`src/rtl/ddr4_mr_train.sv`:
```
// rtl/ddr4_mr_train.sv - DDR4 multi-rank read-training controller with integrated per-tap fine sweep
module ddr4_mr_train #(
  parameter int GROUPS             = 4,
  parameter int RANKS              = 2,
  parameter int DELAY_TAPS         = 32,
  parameter int SETTLE_CYCLES      = 4,
  parameter int SAMPLES_PER_TAP    = 8,
  parameter int PASS_THRESHOLD     = 7,
  parameter int MIN_WINDOW         = 4,
  parameter int VALIDATION_SAMPLES = 16,
  parameter int MAX_VAL_FAILURES   = 1,
  parameter int MAX_RETRIES        = 3,
  parameter int COARSE_STEPS       = 8,
  localparam int TAP_W    = $clog2(DELAY_TAPS),
  localparam int RANK_W   = (RANKS > 1) ? $clog2(RANKS) : 1,
  localparam int COARSE_W = (COARSE_STEPS > 1) ? $clog2(COARSE_STEPS) : 1,
  localparam int RETRY_W  = $clog2(MAX_RETRIES + 1)
) (
  input  logic                      clk,
  input  logic                      rst_n,
  input  logic                      start_training,
  input  logic                      drift_detected,
  input  logic [GROUPS-1:0]         read_ok,
  output logic [RANK_W-1:0]         rank_sel,
  output logic [COARSE_W-1:0]       coarse_sel,
  output logic [GROUPS*TAP_W-1:0]   delay_tap,
  output logic                      busy,
  output logic                      locked,
  output logic                      training_done,
  output logic                      training_failed,
  output logic [RETRY_W-1:0]        retry_count,
  output logic [GROUPS-1:0]         group_fail
);

  localparam int CNT_W   = $clog2(SAMPLES_PER_TAP + 1);
  localparam int VF_W    = $clog2(VALIDATION_SAMPLES + 1);
  localparam int CYC_A   = (SETTLE_CYCLES > SAMPLES_PER_TAP) ? SETTLE_CYCLES : SAMPLES_PER_TAP;
  localparam int CYC_MAX = (CYC_A > VALIDATION_SAMPLES) ? CYC_A : VALIDATION_SAMPLES;
  localparam int CYC_W   = $clog2(CYC_MAX + 1);

  localparam logic [CYC_W-1:0]    SETTLE_LAST = CYC_W'(SETTLE_CYCLES - 1);
  localparam logic [CYC_W-1:0]    SAMPLE_LAST = CYC_W'(SAMPLES_PER_TAP - 1);
  localparam logic [CYC_W-1:0]    VAL_LAST    = CYC_W'(VALIDATION_SAMPLES - 1);
  localparam logic [CNT_W-1:0]    PASS_C      = CNT_W'(PASS_THRESHOLD);
  localparam logic [TAP_W:0]      MIN_LEN     = (TAP_W + 1)'(MIN_WINDOW);
  localparam logic [TAP_W-1:0]    TAP_LAST    = TAP_W'(DELAY_TAPS - 1);
  localparam logic [VF_W-1:0]     VF_MAX      = VF_W'(MAX_VAL_FAILURES);
  localparam logic [RANK_W-1:0]   RANK_LAST   = RANK_W'(RANKS - 1);
  localparam logic [RETRY_W-1:0]  RETRY_MAX   = RETRY_W'(MAX_RETRIES);
  localparam logic [COARSE_W-1:0] COARSE_LAST = COARSE_W'(COARSE_STEPS - 1);

  typedef enum logic [3:0] {
    S_IDLE, S_RANK_INIT, S_SETTLE, S_SAMPLE, S_EVAL, S_CENTER,
    S_VALIDATE, S_RANK_NEXT, S_RETRY, S_DONE, S_FAIL
  } state_t;

  state_t                    state_q, state_d;
  logic [RANK_W-1:0]         rank_q, rank_d;
  logic [COARSE_W-1:0]       coarse_q, coarse_d;
  logic [TAP_W-1:0]          sweep_q, sweep_d;
  logic [CYC_W-1:0]          cyc_q, cyc_d;
  logic [VF_W-1:0]           vfail_q, vfail_d;
  logic [RETRY_W-1:0]        retry_q, retry_d;
  logic                      busy_q, busy_d;
  logic                      locked_q, locked_d;
  logic                      done_q, done_d;
  logic                      failed_q, failed_d;
  logic [GROUPS-1:0]         gfail_q, gfail_d;
  logic [GROUPS*TAP_W-1:0]   hold_q, tap_v;
  logic [CNT_W-1:0]          cnt_q [GROUPS];
  logic [CNT_W-1:0]          cnt_d [GROUPS];
  logic [TAP_W-1:0]          run_start_q [GROUPS];
  logic [TAP_W-1:0]          run_start_d [GROUPS];
  logic [TAP_W:0]            run_len_q [GROUPS];
  logic [TAP_W:0]            run_len_d [GROUPS];
  logic [TAP_W-1:0]          best_start_q [GROUPS];
  logic [TAP_W-1:0]          best_start_d [GROUPS];
  logic [TAP_W:0]            best_len_q [GROUPS];
  logic [TAP_W:0]            best_len_d [GROUPS];
  logic [TAP_W-1:0]          final_q [RANKS][GROUPS];
  logic [TAP_W-1:0]          final_d [RANKS][GROUPS];

  logic [TAP_W-1:0]          start_v;
  logic [TAP_W:0]            len_v;
  logic [VF_W-1:0]           vf_v;
  logic                      any_fail_v;

  // State register
  always_ff @(posedge clk or negedge rst_n) begin
    if (!rst_n) state_q <= S_IDLE;
    else        state_q <= state_d;
  end

  // Datapath registers: counters, window tracking, stored taps and status flags
  always_ff @(posedge clk or negedge rst_n) begin
    if (!rst_n) begin
      rank_q   <= '0;
      coarse_q <= '0;
      sweep_q  <= '0;
      cyc_q    <= '0;
      vfail_q  <= '0;
      retry_q  <= '0;
      busy_q   <= 1'b0;
      locked_q <= 1'b0;
      done_q   <= 1'b0;
      failed_q <= 1'b0;
      gfail_q  <= '0;
      hold_q   <= '0;
      for (int g = 0; g < GROUPS; g++) begin
        cnt_q[g]        <= '0;
        run_start_q[g]  <= '0;
        run_len_q[g]    <= '0;
        best_start_q[g] <= '0;
        best_len_q[g]   <= '0;
        for (int r = 0; r < RANKS; r++) final_q[r][g] <= '0;
      end
    end else begin
      rank_q       <= rank_d;
      coarse_q     <= coarse_d;
      sweep_q      <= sweep_d;
      cyc_q        <= cyc_d;
      vfail_q      <= vfail_d;
      retry_q      <= retry_d;
      busy_q       <= busy_d;
      locked_q     <= locked_d;
      done_q       <= done_d;
      failed_q     <= failed_d;
      gfail_q      <= gfail_d;
      hold_q       <= tap_v;
      cnt_q        <= cnt_d;
      run_start_q  <= run_start_d;
      run_len_q    <= run_len_d;
      best_start_q <= best_start_d;
      best_len_q   <= best_len_d;
      final_q      <= final_d;
    end
  end

  // Next-state and datapath update logic
  always_comb begin
    state_d      = state_q;
    rank_d       = rank_q;
    coarse_d     = coarse_q;
    sweep_d      = sweep_q;
    cyc_d        = cyc_q;
    vfail_d      = vfail_q;
    retry_d      = retry_q;
    busy_d       = busy_q;
    locked_d     = locked_q;
    done_d       = done_q;
    failed_d     = failed_q;
    gfail_d      = gfail_q;
    cnt_d        = cnt_q;
    run_start_d  = run_start_q;
    run_len_d    = run_len_q;
    best_start_d = best_start_q;
    best_len_d   = best_len_q;
    final_d      = final_q;
    start_v      = '0;
    len_v        = '0;
    vf_v         = '0;
    any_fail_v   = 1'b0;

    case (state_q)
      S_IDLE, S_FAIL: begin
        if (start_training) begin
          retry_d  = '0;
          done_d   = 1'b0;
          failed_d = 1'b0;
          locked_d = 1'b0;
          rank_d   = '0;
          busy_d   = 1'b1;
          state_d  = S_RANK_INIT;
        end
      end
      S_RANK_INIT: begin
        sweep_d = '0;
        cyc_d   = '0;
        for (int g = 0; g < GROUPS; g++) begin
          run_start_d[g]  = '0;
          run_len_d[g]    = '0;
          best_start_d[g] = '0;
          best_len_d[g]   = '0;
        end
        state_d = S_SETTLE;
      end
      S_SETTLE: begin
        for (int g = 0; g < GROUPS; g++) cnt_d[g] = '0;
        if (cyc_q == SETTLE_LAST) begin
          cyc_d   = '0;
          state_d = S_SAMPLE;
        end else begin
          cyc_d = cyc_q + 1'b1;
        end
      end
      S_SAMPLE: begin
        for (int g = 0; g < GROUPS; g++)
          if (read_ok[g]) cnt_d[g] = cnt_q[g] + 1'b1;
        if (cyc_q == SAMPLE_LAST) begin
          cyc_d   = '0;
          state_d = S_EVAL;
        end else begin
          cyc_d = cyc_q + 1'b1;
        end
      end
      S_EVAL: begin
        for (int g = 0; g < GROUPS; g++) begin
          if (cnt_q[g] >= PASS_C) begin
            start_v        = (run_len_q[g] == '0) ? sweep_q : run_start_q[g];
            len_v          = run_len_q[g] + 1'b1;
            run_start_d[g] = start_v;
            run_len_d[g]   = len_v;
            // Strict compare: an equal-length later run never displaces the earlier one
            if (len_v > best_len_q[g]) begin
              best_start_d[g] = start_v;
              best_len_d[g]   = len_v;
            end
          end else begin
            run_len_d[g] = '0;
          end
        end
        cyc_d = '0;
        if (sweep_q == TAP_LAST) begin
          state_d = S_CENTER;
        end else begin
          sweep_d = sweep_q + 1'b1;
          state_d = S_SETTLE;
        end
      end
      S_CENTER: begin
        for (int g = 0; g < GROUPS; g++) begin
          gfail_d[g] = (best_len_q[g] < MIN_LEN);
          if (best_len_q[g] < MIN_LEN) any_fail_v = 1'b1;
        end
        if (any_fail_v) begin
          state_d = S_RETRY;
        end else begin
          for (int g = 0; g < GROUPS; g++)
            final_d[rank_q][g] = TAP_W'({1'b0, best_start_q[g]} + ((best_len_q[g] - 1'b1) >> 1));
          cyc_d   = '0;
          vfail_d = '0;
          state_d = S_VALIDATE;
        end
      end
      S_VALIDATE: begin
        vf_v    = vfail_q + VF_W'(read_ok != {GROUPS{1'b1}});
        vfail_d = vf_v;
        if (cyc_q == VAL_LAST) begin
          cyc_d   = '0;
          state_d = (vf_v <= VF_MAX) ? S_RANK_NEXT : S_RETRY;
        end else begin
          cyc_d = cyc_q + 1'b1;
        end
      end
      S_RANK_NEXT: begin
        if (rank_q == RANK_LAST) begin
          done_d   = 1'b1;
          locked_d = 1'b1;
          busy_d   = 1'b0;
          state_d  = S_DONE;
        end else begin
          rank_d  = rank_q + 1'b1;
          state_d = S_RANK_INIT;
        end
      end
      S_RETRY: begin
        if (retry_q == RETRY_MAX) begin
          failed_d = 1'b1;
          busy_d   = 1'b0;
          locked_d = 1'b0;
          state_d  = S_FAIL;
        end else begin
          retry_d  = retry_q + 1'b1;
          coarse_d = (coarse_q == COARSE_LAST) ? '0 : coarse_q + 1'b1;
          state_d  = S_RANK_INIT;
        end
      end
      S_DONE: begin
        // Drift and start are one restart request; coarse setting is retained
        if (drift_detected || start_training) begin
          locked_d = 1'b0;
          done_d   = 1'b0;
          retry_d  = '0;
          rank_d   = '0;
          busy_d   = 1'b1;
          state_d  = S_RANK_INIT;
        end
      end
      default: state_d = S_IDLE;
    endcase
  end

  // Delay-line drive: sweep tap while sweeping, trained taps while validating or locked, else hold
  always_comb begin
    tap_v = hold_q;
    case (state_q)
      S_RANK_INIT: tap_v = '0;
      S_SETTLE, S_SAMPLE, S_EVAL:
        for (int g = 0; g < GROUPS; g++) tap_v[g*TAP_W +: TAP_W] = sweep_q;
      S_VALIDATE, S_DONE:
        for (int g = 0; g < GROUPS; g++) tap_v[g*TAP_W +: TAP_W] = final_q[rank_q][g];
      default: tap_v = hold_q;
    endcase
  end

  assign delay_tap       = tap_v;
  assign rank_sel        = rank_q;
  assign coarse_sel      = coarse_q;
  assign busy            = busy_q;
  assign locked          = locked_q;
  assign training_done   = done_q;
  assign training_failed = failed_q;
  assign retry_count     = retry_q;
  assign group_fail      = gfail_q;

endmodule

```
`config.mk`:
```
export PLATFORM = sky130hd
export DESIGN_NAME = ddr4_mr_train
export DESIGN_NICKNAME = d
export VERILOG_FILES = /design/src/rtl/ddr4_mr_train.sv
export SDC_FILE = /design/constraint.sdc
export NUM_CORES = 1
export LEC_CHECK = 0
export BUFFER_PORTS_ARGS = -buffer_cell sky130_fd_sc_hd__buf_2
export CORE_UTILIZATION = 50
export DETAILED_ROUTE_END_ITERATION = 6
export PLACE_DENSITY = 0.67
export SETUP_SLACK_MARGIN = 0.1
export SLEW_MARGIN = 15
export SYNTH_ARGS = -nofsm -noshare
export SYNTH_HDL_FRONTEND = slang
export SYNTH_SLANG_ARGS = --single-unit
```
`constraint.sdc`:
```
create_clock -name clk -period 5.2 [get_ports clk]
set_input_delay 0.52 -clock clk [delete_from_list [all_inputs] [get_ports clk]]
set_output_delay 0.52 -clock clk [all_outputs]
set_load 0.1 [all_outputs]
```
==> out/qor.tcl <==
set qor(run_status) {finished clean}
set qor(post-cts-setup-buffers) 0
set qor(cts.sinks) 197
set qor(cts_max_path_buffers) 2
set qor(number_of_global_route_vias_before_repair) 7320
set qor(arrival_ns) 3.30
set qor(clock_skew_ns) 0.0112
set qor(number_of_synthesized_flops_with_an_enable_pin) 0
set qor(synth_top_cell_by_area) {sky130_fd_sc_hd__dfrtp_1}
set qor(placement.cell_area_um2) 11500
set qor(post_synth_num_cell_types) 70
set qor(synthesis.instances) 1049
set qor(cts_resized) 0
set qor(grt-ovfl-total) 0
set qor(setup.worst_path.start) {state_q[0]}
set qor(detail_route.iter0.violations) 308
set qor(route.detailed.wl_per_inst_um) 16.8
set qor(floorplan.die.width_um) 151
set qor(place_hpwl_mm) 16.4
set qor(reg2reg_from) {state_q[2]}
set qor(timing.rr.end) {best_start_q[19]}
set qor(portBuffers) 41
set qor(final_max_slew_viol_count) 0
set qor(cts.htree.levels) 4
set qor(setup.worst_path.end_class) {output port}
set qor(num_vias) 7602
set qor(fin_total_pwr_mw) 5.25
set qor(cellLeakagePower_nw) 6.04
set qor(floorplan.initialDensity_pct) 50.9
set qor(post_route_cells_drive_above_1_share_pct) 20.1
set qor(netlist_area_um2) 11100
set qor(fin_worst_hold_slack_ns) 0.162
set qor(placementRows) 54
set qor(regToRegSetupSlack_ns) 2.12
set qor(hold_class) {input pin to async pin}
set qor(cts_tree) {yes}
set qor(die_h_um) 151
set qor(routed_wirelength_mm) 23.0
set qor(final_design_area_no_fill_um2) 12100
set qor(maximum_fanout_encountered_on_the_critical_timing_path) 25
set qor(path_cells) {nand2b_1, a21oi_1, a21oi_2, mux2_2, buf_2}
set qor(post-synth-top-count-cell) {sky130_fd_sc_hd__dfrtp_1}
set qor(synth_nets) 1127
set qor(fin_nets) 1155
set qor(worstSkewPairLatency_ns) 0.44
set qor(drt_first_pass_iters) 5
set qor(grt_util_all_layers_pct) 21.7
set qor(timing.setup.tns_ns) 0
set qor(final.period_utilization_pct) 73.4
set qor(max_cap_violations) 0
set qor(finish.cell_count_without_fillers) 1370
set qor(yosys_register_bits) 197
set qor(avgViaCountPerCell) 5.55
set qor(clock_tree.root_cell) {sky130_fd_sc_hd__clkbuf_16}
set qor(placed_cells_incl_taps) 1337
set qor(postLayoutCoreUtil_pct) 55.5
set qor(max_slew_margin_pct) 18.5
set qor(crit_path_top_delay_cell) {sky130_fd_sc_hd__dfrtp_1}
set qor(initial_antenna_violation_count) 0
set qor(ctsHoldBuffers) 0
set qor(grt_first_pass_wirelength_mm) 38.4
set qor(timing.fmax_mhz) 262
set qor(startpoint_type) {flip-flop}
set qor(core_um2) 21800
set qor(synthFlopType) {sky130_fd_sc_hd__dfrtp_1}
set qor(place_ws_ns) 1.84
set qor(pin_count) 42
set qor(grt_max_degree) 103
set qor(critPathRequiredTime_ns) 4.68
set qor(asyncSetResetFlopFracSynth_pct) 100
set qor(synth.top_cells.by_area) {sky130_fd_sc_hd__dfrtp_1 44%, sky130_fd_sc_hd__mux2_2 11%, sky130_fd_sc_hd__ha_1 7.4%}
set qor(slowest_delay_ns) 0.87
set qor(die_area_um2) 22800
set qor(routabilityCongestion) 0.812
set qor(final_hold_violations) 0
set qor(cts_inserted_buffers) 17
set qor(setup_viol) 0
set qor(yosys-top-cells-count) {197 x sky130_fd_sc_hd__dfrtp_1, 113 x sky130_fd_sc_hd__mux2_2, 90 x sky130_fd_sc_hd__nand2_1, 77 x sky130_fd_sc_hd__o21ai_0}
set qor(remaining_drc_errors) 0
set qor(yosys_warnings) 0
set qor(power.density_nw_per_um2) 433
set qor(post-synth-top-area-fraction_pct) 44.4
set qor(rsz0062_at_grt) {false}
set qor(ant_nets) 0
set qor(vdd.ir_drop.worst_mv) 0.284
set qor(criticalPathCategory) {flip-flop to output port}
set qor(synth.avg_cell_area_um2) 10.6
set qor(ff2ff_path_depth) 6
set qor(worst_slack_ns) 1.38
set qor(ys_seq_area_share_pct) 44.4
set qor(min_period_ns) 3.82
set qor(clkSlewWorstSetupHoldPaths_ns) 0.08
set qor(diodes) 0
set qor(syn2layout_area_growth_pct) 9.08
set qor(worst_pin_slew_ns) 1.21
per-layer routing:
metal | wire [um] | vias up | part of all wire [%] | track usage [%]
li1 | - | 3752 | - | -
met1 | 11900 | 3732 | 52 | 31.9
met2 | 10300 | 101 | 45 | 33.4
met3 | 566 | 17 | 2.5 | 3.43
met4 | 206 | 0 | 0.89 | 4.90
met5 | 0 | - | 0 | 0
cell usage in the layout, fill, tap and decap left out, types with 7 or more instances in the layout:
cell type / synthesis / routed
sky130_fd_sc_hd__a21o_1: 18 / 18
sky130_fd_sc_hd__a21oi_1: 40 / 39
sky130_fd_sc_hd__and2_1: 7 / 7
sky130_fd_sc_hd__buf_2: 15 / 40
sky130_fd_sc_hd__buf_4: 7 / 12
sky130_fd_sc_hd__clkbuf_16: 0 / 17
sky130_fd_sc_hd__dfrtp_1: 197 / 197
sky130_fd_sc_hd__ha_1: 66 / 66
sky130_fd_sc_hd__inv_1: 66 / 66
sky130_fd_sc_hd__mux2_2: 113 / 113
sky130_fd_sc_hd__mux2i_1: 56 / 56
sky130_fd_sc_hd__nand2_1: 90 / 90
sky130_fd_sc_hd__nand2b_1: 9 / 9
sky130_fd_sc_hd__nand3_1: 42 / 42
sky130_fd_sc_hd__nand4_1: 8 / 8
sky130_fd_sc_hd__nor2_1: 54 / 54
sky130_fd_sc_hd__nor4_1: 8 / 8
sky130_fd_sc_hd__o21ai_0: 77 / 77
sky130_fd_sc_hd__xnor2_1: 29 / 29
sky130_fd_sc_hd__xor2_1: 28 / 28
how the worst max path moves through the flow:
stage	end	slack, ns	cells after the start
4_1_cts	delay_tap[2]	1.36	5
3_5_place_dp	delay_tap[2]	1.84	5
6_report	delay_tap[2]	1.38	5
3_3_place_gp	delay_tap[5]	1.88	5
2_1_floorplan	delay_tap[0]	2.06	5
5_1_grt	delay_tap[2]	1.16	5
worst max-delay path: cells and delay by family (launching register included):
kind,cells,cell delay [ns]
compound gates,2,0.95
buf+inv,1,0.43
flops,1,0.87
mux,1,0.35
simple gates,1,0.24
kinds of logic (layout without fill, tap and decap cells):
kind of cell    Yosys count  after routing  synth area share (%)
mux                     171            171                  16.7
simple gates            258            258                  11.5
fa+ha+maj                70             70                  8.15
flops                   197            197                  44.4
compound gates          186            186                  10.6
buf+inv                 110            151                  4.27
xor+xnor                 57             57                  4.49
state kept, by name, summed over array words and instances (netlist names), 4 cells and up:
register / cells
hold_q: 20
run_start_q: 20
group_fail: 4
state_q: 4
final_q: 40
cyc_q: 5
run_len_q: 24
sweep_q: 5
cnt_q: 16
vfail_q: 5
best_len_q: 24
best_start_q: 20
final cells by class:
class	count	area (um^2)
flip-flops and latches	197	4930
repair buffers	53	304
inverters	66	248
clock buffers	17	425
multi-input cells	742	5720
well taps	280	350
clock inverters	15	145
fillers	1890	9710
power by group:
group / total (mW) / internal, mW / switching [mW]
logic: 2.05 / 0.724 / 1.33
clock network: 1.29 / 0.673 / 0.622
registers: 1.91 / 1.69 / 0.219
total: 5.25 / 3.08 / 2.17
(Power assumes the default switching activity.)
